[src/rtl/nn_pkg.sv]
// Shared types and default sizing for the neural-network calculation sequencer.
package nn_pkg;

    localparam int DEFAULT_NUM_IN  = 784;
    localparam int DEFAULT_NUM_OUT = 10;

    localparam int PIXEL_AW  = 10;
    localparam int WEIGHT_AW = 13;
    localparam int OUT_AW    = 4;

    typedef enum logic [2:0] {
        IDLE,
        CLEAR,
        ACCUM,
        DRAIN,
        STORE,
        DONE
    } state_t;

endpackage

[src/rtl/flex_counter.sv]
// Up-counter with synchronous clear that wraps to zero after reaching rollover_val.
module flex_counter #(
    parameter int NUM_CNT_BITS = 4
) (
    input  logic                    clk,
    input  logic                    n_rst,
    input  logic                    clear,
    input  logic                    count_enable,
    input  logic [NUM_CNT_BITS-1:0] rollover_val,
    output logic [NUM_CNT_BITS-1:0] count_out
);

    // NOTE: sequential state uses non-blocking assignments so every flop samples pre-edge values.
    always_ff @(posedge clk or negedge n_rst) begin
        if (!n_rst) begin
            count_out <= '0;
        end else if (clear) begin
            count_out <= '0;
        end else if (count_enable) begin
            count_out <= (count_out == rollover_val) ? '0 : count_out + 1'b1;
        end
    end

endmodule

[src/rtl/nn_calc_sequencer.sv]
// Sequences pixel/weight reads and MAC/result-register control for a fully
// connected layer: one neuron at a time, NUM_IN products per neuron.
module nn_calc_sequencer
    import nn_pkg::*;
#(
    parameter int NUM_IN  = DEFAULT_NUM_IN,
    parameter int NUM_OUT = DEFAULT_NUM_OUT
) (
    input  logic                 clk,
    input  logic                 n_rst,
    input  logic                 start_calc,
    input  logic                 abort,
    output logic [PIXEL_AW-1:0]  pixel_raddr,
    output logic [WEIGHT_AW-1:0] weight_raddr,
    output logic                 mac_clear,
    output logic                 mac_en,
    output logic                 result_we,
    output logic [OUT_AW-1:0]    output_address,
    output logic                 busy,
    output logic                 done_calc
);

    localparam logic [PIXEL_AW-1:0] LAST_IDX    = PIXEL_AW'(NUM_IN - 1);
    localparam logic [OUT_AW-1:0]   LAST_NEURON = OUT_AW'(NUM_OUT - 1);

    state_t               state;
    state_t               next_state;
    logic [PIXEL_AW-1:0]  idx;
    logic [WEIGHT_AW-1:0] weight_ptr;
    logic [OUT_AW-1:0]    neuron;
    logic                 start_run;
    logic                 issue;

    assign start_run = (state == IDLE) && start_calc && !abort;

    // Addresses are registered, so they are loaded on the edge that enters
    // or stays in ACCUM; idx and weight_ptr always hold the next operand.
    assign issue = (next_state == ACCUM);

    flex_counter #(
        .NUM_CNT_BITS(PIXEL_AW)
    ) u_idx (
        .clk          (clk),
        .n_rst        (n_rst),
        .clear        (start_run),
        .count_enable (issue),
        .rollover_val (LAST_IDX),
        .count_out    (idx)
    );

    always_ff @(posedge clk or negedge n_rst) begin
        if (!n_rst) begin
            state <= IDLE;
        end else begin
            state <= next_state;
        end
    end

    // NOTE: next_state gets its default before the case so no latch is inferred.
    always_comb begin
        next_state = state;
        case (state)
            IDLE:    if (start_calc) next_state = CLEAR;
            CLEAR:   next_state = ACCUM;
            ACCUM:   if (pixel_raddr == LAST_IDX) next_state = DRAIN;
            DRAIN:   next_state = STORE;
            STORE:   next_state = (neuron == LAST_NEURON) ? DONE : CLEAR;
            DONE:    next_state = IDLE;
            default: next_state = IDLE;
        endcase
        if (abort) next_state = IDLE;
    end

    always_ff @(posedge clk or negedge n_rst) begin
        if (!n_rst) begin
            pixel_raddr    <= '0;
            weight_raddr   <= '0;
            weight_ptr     <= '0;
            neuron         <= '0;
            output_address <= '0;
            mac_clear      <= 1'b0;
            mac_en         <= 1'b0;
            result_we      <= 1'b0;
            busy           <= 1'b0;
            done_calc      <= 1'b0;
        end else begin
            busy      <= (next_state != IDLE);
            mac_clear <= (next_state == CLEAR);
            result_we <= (next_state == STORE);
            done_calc <= (next_state == DONE);
            // Read data for an address issued in ACCUM arrives one cycle later.
            mac_en    <= (state == ACCUM) && !abort;

            if (start_run) begin
                neuron       <= '0;
                weight_ptr   <= '0;
                weight_raddr <= '0;
            end

            if (issue) begin
                pixel_raddr  <= idx;
                weight_raddr <= weight_ptr;
                weight_ptr   <= weight_ptr + 1'b1;
            end

            if (next_state == STORE) output_address <= neuron;

            if ((state == STORE) && (next_state == CLEAR)) neuron <= neuron + 1'b1;
        end
    end

endmodule
[config.mk]
export PLATFORM = sky130hd
export DESIGN_NAME = nn_calc_sequencer
export DESIGN_NICKNAME = d
export VERILOG_FILES = /design/src/rtl/nn_pkg.sv /design/src/rtl/flex_counter.sv /design/src/rtl/nn_calc_sequencer.sv
export SDC_FILE = /design/constraint.sdc
export NUM_CORES = 1
export LEC_CHECK = 0
export ABC_AREA = 1
export CAP_MARGIN = 30
export CELL_PAD_IN_SITES_DETAIL_PLACEMENT = 0
export CELL_PAD_IN_SITES_GLOBAL_PLACEMENT = 1
export CORE_MARGIN = 4
export CORE_UTILIZATION = 45
export CTS_BUF_LIST = sky130_fd_sc_hd__clkbuf_16
export DETAILED_ROUTE_END_ITERATION = 7
export GPL_TIMING_DRIVEN = 1
export PLACE_DENSITY = 0.88
export SYNTH_ARGS = -nofsm -noshare
export SYNTH_HDL_FRONTEND = slang
export SYNTH_HIERARCHICAL = 1
export SYNTH_SLANG_ARGS = --single-unit
[constraint.sdc]
create_clock -name clk -period 5.7 [get_ports clk]
set_input_delay 0.57 -clock clk [delete_from_list [all_inputs] [get_ports clk]]
set_output_delay 0.57 -clock clk [all_outputs]
set_load 0.01 [all_outputs]
==> impl_metrics.env, run 1 <==
export IMPL_synth_area_leaders="dfrtp_1, nand2_1, inv_1"
export IMPL_dieWidth_um=92.27
export IMPL_rr_endpoint="u_idx/count_out[7]"
export IMPL_h_tree_depth=3
export IMPL_grt_pass1_wl_um=11310
export IMPL_postRouteAntennaNets=0
export IMPL_status="finished, final reports clean"
export IMPL_tightest_slew_ns=0.7552
export IMPL_hpwl_um=4519
export IMPL_seqPwrFrac_pct=44.4
export IMPL_setup_violations=0
export IMPL_clkPwrFrac_pct=35.4
export IMPL_skew_ns=0.005990
export IMPL_p_switching_mw=0.3881
export IMPL_die_area_sq_um=8514
export IMPL_ir_worst_vdd_mv=0.1641
export IMPL_clockBufferDepth=2
export IMPL_comb_power_share_pct=20.2
export IMPL_synthTopCellsByCount="nand2_1, dfrtp_1, inv_1, nand3_1, nor2_1"
export IMPL_clkLatencyLatePin_ns=0.32
export IMPL_r2r_cells=11
export IMPL_grt_busiest_layer="met2"
export IMPL_timing_rr_start="state[2]"
export IMPL_yosys_warnings=6
export IMPL_die_h_um=92.27
export IMPL_design_core_area_sq_um=6832
export IMPL_rsz0062_at_grt="no"
export IMPL_vias=2637
export IMPL_path_buf_inv=4
export IMPL_min_path_type="primary input to async pin"
export IMPL_syn_area_per_cell_sq_um=7.756
export IMPL_rows=30
export IMPL_ys_types=31
export IMPL_ioPinCount=36
export IMPL_grtUsageMet3_pct=4.348
export IMPL_met1_usage_pct=22.35
export IMPL_layout_setup_ws_ns=2.983
export IMPL_drc=0
export IMPL_synth_main_ff_cell="dfrtp_1"
export IMPL_synth_async_reset_ratio_pct=100.0
export IMPL_ctsResizeCount=0
export IMPL_holdWs_ns=0.4124
export IMPL_cp_cell_sequence="clkdlybuf4s50_1, nor2_1, nand3_2, inv_2, nand2_4, inv_4, nor2_1, inv_1, nand2_1, o21ai_1, o21ai_0, a21oi_1"
export IMPL_swShare_pct=30.07
export IMPL_syn_to_final_growth_pct=22.59
export IMPL_wl_per_cell_um=11.37
export IMPL_hold_viol=0
export IMPL_post_route_period_util_pct=47.67
export IMPL_grt_overflow=0
export IMPL_netlist_instances=412
export IMPL_cap_violations=0
export IMPL_cts_buffers=9
export IMPL_clock_sinks=62
export IMPL_dp_slack_ns=2.675
export IMPL_p_per_area_nw_per_um2=329.4
export IMPL_seq_area_frac_synth_pct=48.55
export IMPL_cts_hold_buffers=0
export IMPL_power_mw=1.291
export IMPL_finalSetupTns_ns=0
export IMPL_cp_top_family="buffers and inverters"
export IMPL_r2r_slack_ns=3.30
export IMPL_crit_path_top_delay_cell="clkdlybuf4s50_1"
export IMPL_drive_above_1_share_pct=8.245
export IMPL_antennaDiodeCount=0
export IMPL_gp_congestion=0.8222
export IMPL_synth_top_area_cell="dfrtp_1"
export IMPL_use_met2_pct=25.79
export IMPL_post_cts_buffers=0
export IMPL_end_kind="register"
export IMPL_maxSlewHeadroom_pct=49.65
export IMPL_dr_pass1_iters=5
export IMPL_fin_crit_ns=2.717
export IMPL_cp_max_fo=35
export IMPL_numPortBuffers=35
export IMPL_layout_nets=477
export IMPL_path_common_cell="nor2_1"
export IMPL_start_util_pct=46.78
export IMPL_intPower_mw=0.9024
export IMPL_cts_tree="built"
export IMPL_synth_enable_flop_cells=0
export IMPL_max_freq_mhz=368.1
export IMPL_cpPeakStageDelay_ns=0.49
export IMPL_wirelength_um=6469
export IMPL_root_buffer="clkbuf_16"
export IMPL_synth_seq_cells=62
export IMPL_vias_per_cell=4.634
export IMPL_start_kind="primary input"
export IMPL_cp_required_ns=5.94
export IMPL_synth_area_sq_um=3196
export IMPL_p_leak_nw=2.055
export IMPL_clk_pin_slew_ns=0.05
export IMPL_netlist_area_leader_share_pct=48.55
export IMPL_slew_viol_final=0
export IMPL_synth_most_common_cell="nand2_1"
export IMPL_fin_util_pct=57.34
export IMPL_grt_usage_pct=16.73
export IMPL_grt_max_degree=63
export IMPL_drt_iter0_markers=114
export IMPL_grt_pass1_vias=2475
export IMPL_arrival_ns=2.96
export IMPL_antenna_found_initial=0
export IMPL_critPathKind="primary input to register"
==> layer usage <==
layer	up-vias	share of wire, %
met5	-	0
met4	0	1.2
met1	1205	49
met2	58	45
li1	1367	-
met3	7	4.7
==> cell type report <==
cell class	instances	area (sq um)
well taps	96	120.1
fillers	654	2914
inverters	56	217.7
multi-input cells	304	1428
repair buffers	36	352.8
clock buffers	9	225.2
clock inverters	6	22.52
flip-flops and latches	62	1551
==> registers in the layout, indices dropped and copies added, names as in the netlist <==
register	cells
u_idx/count_out	10
weight_raddr	13
done_calc	1
mac_clear	1
pixel_raddr	10
result_we	1
neuron	4
output_address	4
state	3
busy	1
mac_en	1
weight_ptr	13
==> through the flow <==
step,area (sq um),std cells
final,3918,569
after global routing,3918,569
after CTS,3918,569
after detailed placement,3670,554
after global placement,3670,554
after floorplan,3259,429
==> cells by family after synthesis <==
group | share of synthesized area, %
adders and majority gates | 1.566
xor gates and xnor gates | 2.741
and+or+nand+nor | 33.32
other | 0.2350
buffers and inverters | 8.770
DFF | 48.55
AOI/OAI and AO/OA | 4.816
==> cells in the final DEF (no fill, tap or decap), drive strengths merged, types with 6 or more instances in the layout <==
master         instances
a21oi                  8
nand4                  6
xor2                  10
conb                  19
nand2                168
clkdlybuf4s50         34
clkbuf                 9
nor2                  31
nand3                 35
dfrtp                 62
inv                   58
o21ai                 15
==> worst max path at each step <==
| stage | start | endpoint | slack [ns] | depth (start not counted) |
|---|---|---|---|---|
| after floorplan | abort | u_idx/count_out[6] | 3.78 | 11 |
| after global placement | abort | u_idx/count_out[7] | 2.80 | 12 |
| after detailed placement | abort | u_idx/count_out[7] | 2.67 | 12 |
| after CTS | abort | u_idx/count_out[7] | 2.99 | 12 |
| after global routing | abort | u_idx/count_out[7] | 2.77 | 12 |
| final | abort | u_idx/count_out[7] | 2.98 | 12 |
==> power by group through the flow <==
stage          Combinational [mW]  Sequential, mW  Clock (mW)
3_5_place_dp                0.263           0.580           0
4_1_cts                     0.265           0.573       0.464
5_1_grt                     0.298           0.583       0.486
6_report                    0.261           0.573       0.457
2_1_floorplan               0.149           0.574           0
3_3_place_gp                0.260           0.579           0
Note: power is estimated with default switching activity, not from simulation.
==> run 2: changes to the inputs <==
Settings changed: CORE_UTILIZATION 45 to 41, PLACE_DENSITY 0.88 to 0.82.
Clock period 5.7 ns to 2.66 ns, I/O delays scaled along.
==> impl_metrics.env, run 2 (same netlist as run 1, synthesis figures left out) <==
export IMPL_status="finished, final reports clean"
export IMPL_rsz0062_at_grt="no"
export IMPL_p_per_area_nw_per_um2=743.5
export IMPL_hold_viol=0
export IMPL_arrival_ns=2.33
export IMPL_ioPinCount=36
export IMPL_p_leak_nw=2.092
export IMPL_grt_pass1_vias=2490
export IMPL_vias_per_cell=4.588
export IMPL_power_mw=2.975
export IMPL_cp_cell_sequence="inv_2, nand3_1, nor2_1, nand2_1, nand2_2, nand2_4, nand2_4, inv_4, nor2_1, inv_1, nand2_1, xor2_1, a21oi_1"
export IMPL_post_cts_buffers=0
export IMPL_setup_violations=0
export IMPL_end_kind="register"
export IMPL_syn_to_final_growth_pct=25.22
export IMPL_clk_pin_slew_ns=0.05
export IMPL_drc=0
export IMPL_ir_worst_vdd_mv=0.3834
export IMPL_cts_buffers=9
export IMPL_dr_pass1_iters=6
export IMPL_finalSetupTns_ns=0
export IMPL_drt_iter0_markers=119
export IMPL_rows=31
export IMPL_cpPeakStageDelay_ns=0.43
export IMPL_clkLatencyLatePin_ns=0.32
export IMPL_grt_usage_pct=15.51
export IMPL_min_path_type="primary input to async pin"
export IMPL_cp_startpoint="state[2]"
export IMPL_critPathKind="register to register"
export IMPL_post_route_period_util_pct=80.57
export IMPL_h_tree_depth=3
export IMPL_cap_violations=0
export IMPL_vias=2638
export IMPL_ctsResizeCount=0
export IMPL_tightest_slew_ns=0.5241
export IMPL_grt_overflow=0
export IMPL_final_common_cell="nand2_1"
export IMPL_clockBufferDepth=2
export IMPL_reg_largest_list="weight_ptr (13), weight_raddr (13)"
export IMPL_postRouteAntennaNets=0
export IMPL_fin_crit_ns=2.143
export IMPL_slew_viol_final=0
export IMPL_design_core_area_sq_um=7408
export IMPL_gp_congestion=0.8847
export IMPL_hpwl_um=4721
export IMPL_skew_ns=0.005768
export IMPL_grt_pass1_wl_um=11160
export IMPL_maxSlewHeadroom_pct=65.06
export IMPL_cts_hold_buffers=1
export IMPL_dieWidth_um=96.29
export IMPL_cp_max_fo=13
export IMPL_die_h_um=96.29
export IMPL_antenna_found_initial=0
export IMPL_wirelength_um=6506
export IMPL_die_area_sq_um=9271
export IMPL_max_freq_mhz=466.6
export IMPL_cp_required_ns=2.85
export IMPL_cts_tree="built"
export IMPL_grt_max_degree=35
export IMPL_drive_above_1_share_pct=9.454
export IMPL_crit_path_top_delay_cell="dfrtp_1"
export IMPL_wl_per_cell_um=11.31
export IMPL_start_kind="register"
export IMPL_start_util_pct=43.13
export IMPL_layout_nets=480
export IMPL_numPortBuffers=35
export IMPL_timing_rr_start="state[2]"
export IMPL_antennaDiodeCount=0
export IMPL_fillers=724
export IMPL_final_cell_mix="nand2_1, dfrtp_1, inv_1, clkdlybuf4s50_1, nand3_1"
export IMPL_clock_sinks=62
export IMPL_root_buffer="clkbuf_16"
[run 2: cell count changes in the layout (fill, tap and decap cells not counted)]
cell	previous run	this run
bufinv_16	0	2
inv_1	52	50
buf_4	1	3
clkinv_2	0	2
clkinv_1	4	2
dlygate4sd3_1	0	1
[run 2: through the flow]
stage	hold WS [ns]	worst slack (ns)	std cells	util (%)	cell area [sq um]
finish	0.4568	0.5169	575	54.01	4001
global route	0.4809	0.2920	575	54.01	4001
CTS	0.4682	0.5122	575	54.01	4001
detailed placement	0.2727	0.2830	559	49.79	3689
global placement	0.2680	0.3703	559	49.79	3689
floorplan	-0.02959	0.7887	429	-	3259
[run 2: final cells by class]
type,instances,area (sq um),area share (%)
clock inverters,6,77.57,1.939
multi-input cells,304,1428,35.68
repair buffers,39,377.9,9.443
clock buffers,9,225.2,5.629
well taps,99,123.9,3.096
flip-flops and latches,62,1551,38.77
inverters,56,217.7,5.441
[run 2: routing by layer]
metal	track usage, %	up-vias	routed length [um]	part of all wire, %
met1	20.45	1206	3132	48
met2	24.44	48	2960	45
met4	7.346	0	117	1.8
met5	0	-	0	0
li1	-	1374	-	-
met3	2.971	10	295	4.5
[run 2: path summary, 6_finish.rpt]
| check | end | cells past startpoint | slack, ns |
|---|---|---|---|
| setup / recovery | u_idx/count_out[5] | 13 | 0.52 |
| hold / removal | output_address[2] | 2 | 0.46 |
| setup reg to reg | u_idx/count_out[5] | 13 | 0.52 |
| hold reg to reg | weight_raddr[10] | 2 | 0.47 |
| max in group asynchronous | u_idx/count_out[4] | 3 | 1.52 |
| min in group clk | weight_raddr[10] | 2 | 0.47 |
[run 2: where the power goes]
group | switching (mW) | internal (mW) | total [mW] | leakage [nW]
Combinational | 0.310 | 0.259 | 0.569 | 1.10
Clock | 0.382 | 0.803 | 1.18 | 0.150
Sequential | 0.146 | 1.08 | 1.22 | 0.842
[run 2: worst max-delay path: cells and delay by family (launching register included)]
| family | cells | cell delay (ns) |
|---|---|---|
| and+or+nand+nor | 8 | 0.99 |
| DFF | 1 | 0.43 |
| buffers and inverters | 3 | 0.38 |
| xor gates and xnor gates | 1 | 0.16 |
| AOI/OAI and AO/OA | 1 | 0.06 |
==> patch, RTL diff (config.mk and constraints of run 2) <==
Put one more register stage on the output `result_we`, with the module's reset. The value now appears one clock later. The other outputs are not delayed to match.
--- a/src/rtl/nn_calc_sequencer.sv
+++ b/src/rtl/nn_calc_sequencer.sv
@@ -22,6 +22,8 @@
 
     localparam logic [PIXEL_AW-1:0] LAST_IDX    = PIXEL_AW'(NUM_IN - 1);
     localparam logic [OUT_AW-1:0]   LAST_NEURON = OUT_AW'(NUM_OUT - 1);
+
+    logic result_we_s0;
 
     state_t               state;
     state_t               next_state;
@@ -80,13 +82,13 @@
             output_address <= '0;
             mac_clear      <= 1'b0;
             mac_en         <= 1'b0;
-            result_we      <= 1'b0;
+            result_we_s0   <= 1'b0;
             busy           <= 1'b0;
             done_calc      <= 1'b0;
         end else begin
             busy      <= (next_state != IDLE);
             mac_clear <= (next_state == CLEAR);
-            result_we <= (next_state == STORE);
+            result_we_s0 <= (next_state == STORE);
             done_calc <= (next_state == DONE);
             // Read data for an address issued in ACCUM arrives one cycle later.
             mac_en    <= (state == ACCUM) && !abort;
@@ -109,4 +111,12 @@
         end
     end
 
+    always_ff @(posedge clk or negedge n_rst) begin
+        if (!n_rst) begin
+            result_we <= '0;
+        end else begin
+            result_we <= result_we_s0;
+        end
+    end
+
 endmodule
Function: no difference found for any inputs over 10 cycles, from zero or initial values and one cycle with n_rst low; that may be too few to reach the edited logic, so the function may still have changed.
==> patch against run 2 <==
Sequential power is 4% higher; critical path type unchanged; wire length decreased by 2.4%; clock power fell by 18%; power down 2.6%; synthesized area shrank 1.6%; setup slack improved by 0.038 ns; sequential share of layout area is 1.4 points higher; fmax grew 1.8%; cell area fell by 1.9%; sequential cell count is 1 higher.
==> patch: results (changes against run 2) <==
* Status: finished clean
* Worst-Skew Late Latency at 0.32 ns (about the same)
* Hold/Removal Path Class: register to register
* Port Buf Inserts at 35 (unchanged)
* DRT iter0 DRCs at 103 (-13%)
* Nets@finish at 458 (-4.6%)
* Top post-synthesis cells by count: 106 x nand2_1, 63 x dfrtp_1, 52 x inv_1
* CTS buffer count at 9 (unchanged)
* Internal power at 2010 uW (-5.8%)
* Post-synthesis sequential area ratio at 50.2% (+1.6 points)
* Max Cap Violations at 0 (unchanged)
* Htree depth at 3 (unchanged)
* N_diodes at 0 (unchanged)
* First-pass GRT wire length at 11.1 mm (-0.81%)
* CTS Root Cell: clkbuf_16
* Pleak at 0.00193 uW (-8.0%)
* Yosys cell types at 28 (-9.7%)
* Avg WL per Cell at 11.5 um (+1.5%)
* Synth area leaders: dfrtp_1 50%, nand2_1 13%, nand3_1 7.3%, inv_1 6.2%, xor2_1 4.5%
* Ys async rst share at 100% (unchanged)
* Vias in the first global route at 2,409 (-3.3%)
* YS warnings at 6 (unchanged)
* Clock tree buffer depth at 2 (unchanged)
* VDD IR max at 0.000380 V (-0.98%)
* Setup bufs post-CTS at 0 (unchanged)
* CP max FO at 12 (-1)
* Largest registers: weight_ptr (13), weight_raddr (13)
* Least-Margin Pin Slew at 0.589 ns (+0.0647 ns)
* Dpl cell area at 3660 sq um (-0.64%)
* DR pass1 iterations at 4 (-2)
* Vias per std cell at 4.56 (-0.55%)
* Largest net degree at the start of global routing at 54 (+54%)
* Synth Flop Type: dfrtp_1
* Clock skew at 0.00577 ns (+0.00000225 ns)
* Dpl cells at 537 (-3.9%)
* Initial antenna violation count at 0 (unchanged)
* # fillers at 742 (+2.5%)
* Gp weighted congestion at 0.805 (-9.0%)
* Layout cells sized above 1 at 6.39% (-3.1 points)
* Tot GR Track Use at 15.9% (+0.39 points)
* Worst Path Arrival at 2.29 ns (-0.04 ns)
* Mean Syn Cell Area at 8.02 sq um (+3.4%)
* Post-detailed-routing wire length at 6.35 mm (-2.4%)
* Detailed-placement wirelength estimate at 4.61 mm (-2.4%)
-- patch: kinds of logic (layout without fill, tap and decap cells) --
| logic type | Yosys count | count (layout) | synth area share [%] |
|---|---|---|---|
| AO/OA/AOI/OAI | 44 | 44 | 7.56 |
| XOR/XNOR | 18 | 18 | 5.02 |
| adder cells (fa/ha/maj) | 4 | 4 | 1.59 |
| buffers and inverters | 66 | 111 | 8.40 |
| flip-flops | 63 | 63 | 50.2 |
| other | 2 | 19 | 0.239 |
| AND/OR/NAND/NOR | 195 | 195 | 27.0 |
-- patch: worst paths after layout --
path	slack (ns)	depth (start not counted)	start	end
max reg2reg	0.56	13	state[2]	u_idx/count_out[5]
max in group asynchronous	1.57	3	n_rst	weight_ptr[8]
max	0.56	13	state[2]	u_idx/count_out[5]
min reg2reg	0.35	0	result_we_s0	result_we
min	0.35	0	result_we_s0	result_we
min in group asynchronous	0.48	2	n_rst	weight_raddr[4]
-- patch: layout make-up --
cell class              instances  area [sq um]  share of cell area, %
inverters                      56           210                   5.36
flip-flops and latches         63          1580                   40.2
clock buffers                   9           225                   5.74
well taps                      99           124                   3.16
multi-input cells             280          1370                   34.8
clock inverters                 6          23.8                  0.606
repair buffers                 40           398                   10.1
-- patch: critical path: stages, from the launching register on --
cell     delay [ns]
dfrtp_1        0.42
inv_2          0.09
nand2_1        0.06
nor2_1         0.08
nand3_1        0.08
nand2_1        0.11
nand2_2        0.13
nand2_4        0.09
inv_2          0.03
nor2_1         0.23
inv_1          0.24
nand2_1        0.17
xor2_1         0.16
a21oi_1        0.06
-- patch: power groups by stage --
stage	logic, uW	registers (uW)	clock network (uW)
2_1_floorplan	376	1280	0
3_3_place_gp	660	1290	0
3_5_place_dp	670	1280	0
4_1_cts	676	1270	1000
5_1_grt	764	1300	1040
6_report	665	1270	964
-- patch: routing by layer --
layer / routed length (um) / vias to the layer above / GRT usage (%)
met1: 3090 / 1144 / 20.8
met5: 0 / - / 0
met3: 209 / 4 / 4.18
li1: - / 1342 / -
met2: 2980 / 33 / 24.7
met4: 74 / 0 / 7.11
-- patch: repair_timing --
item | in CTS | in global routing
hold buffers | 1 | 0
hold endpoints to repair | 25 | 0
resized for setup | 0 | 0
-- patch: through the flow --
stage / setup WS, ns / total power [uW]
finish: 0.555 / 2900
global route: 0.269 / 3100
CTS: 0.548 / 2950
detailed placement: 0.342 / 1950
global placement: 0.402 / 1950
floorplan: 0.781 / 1660
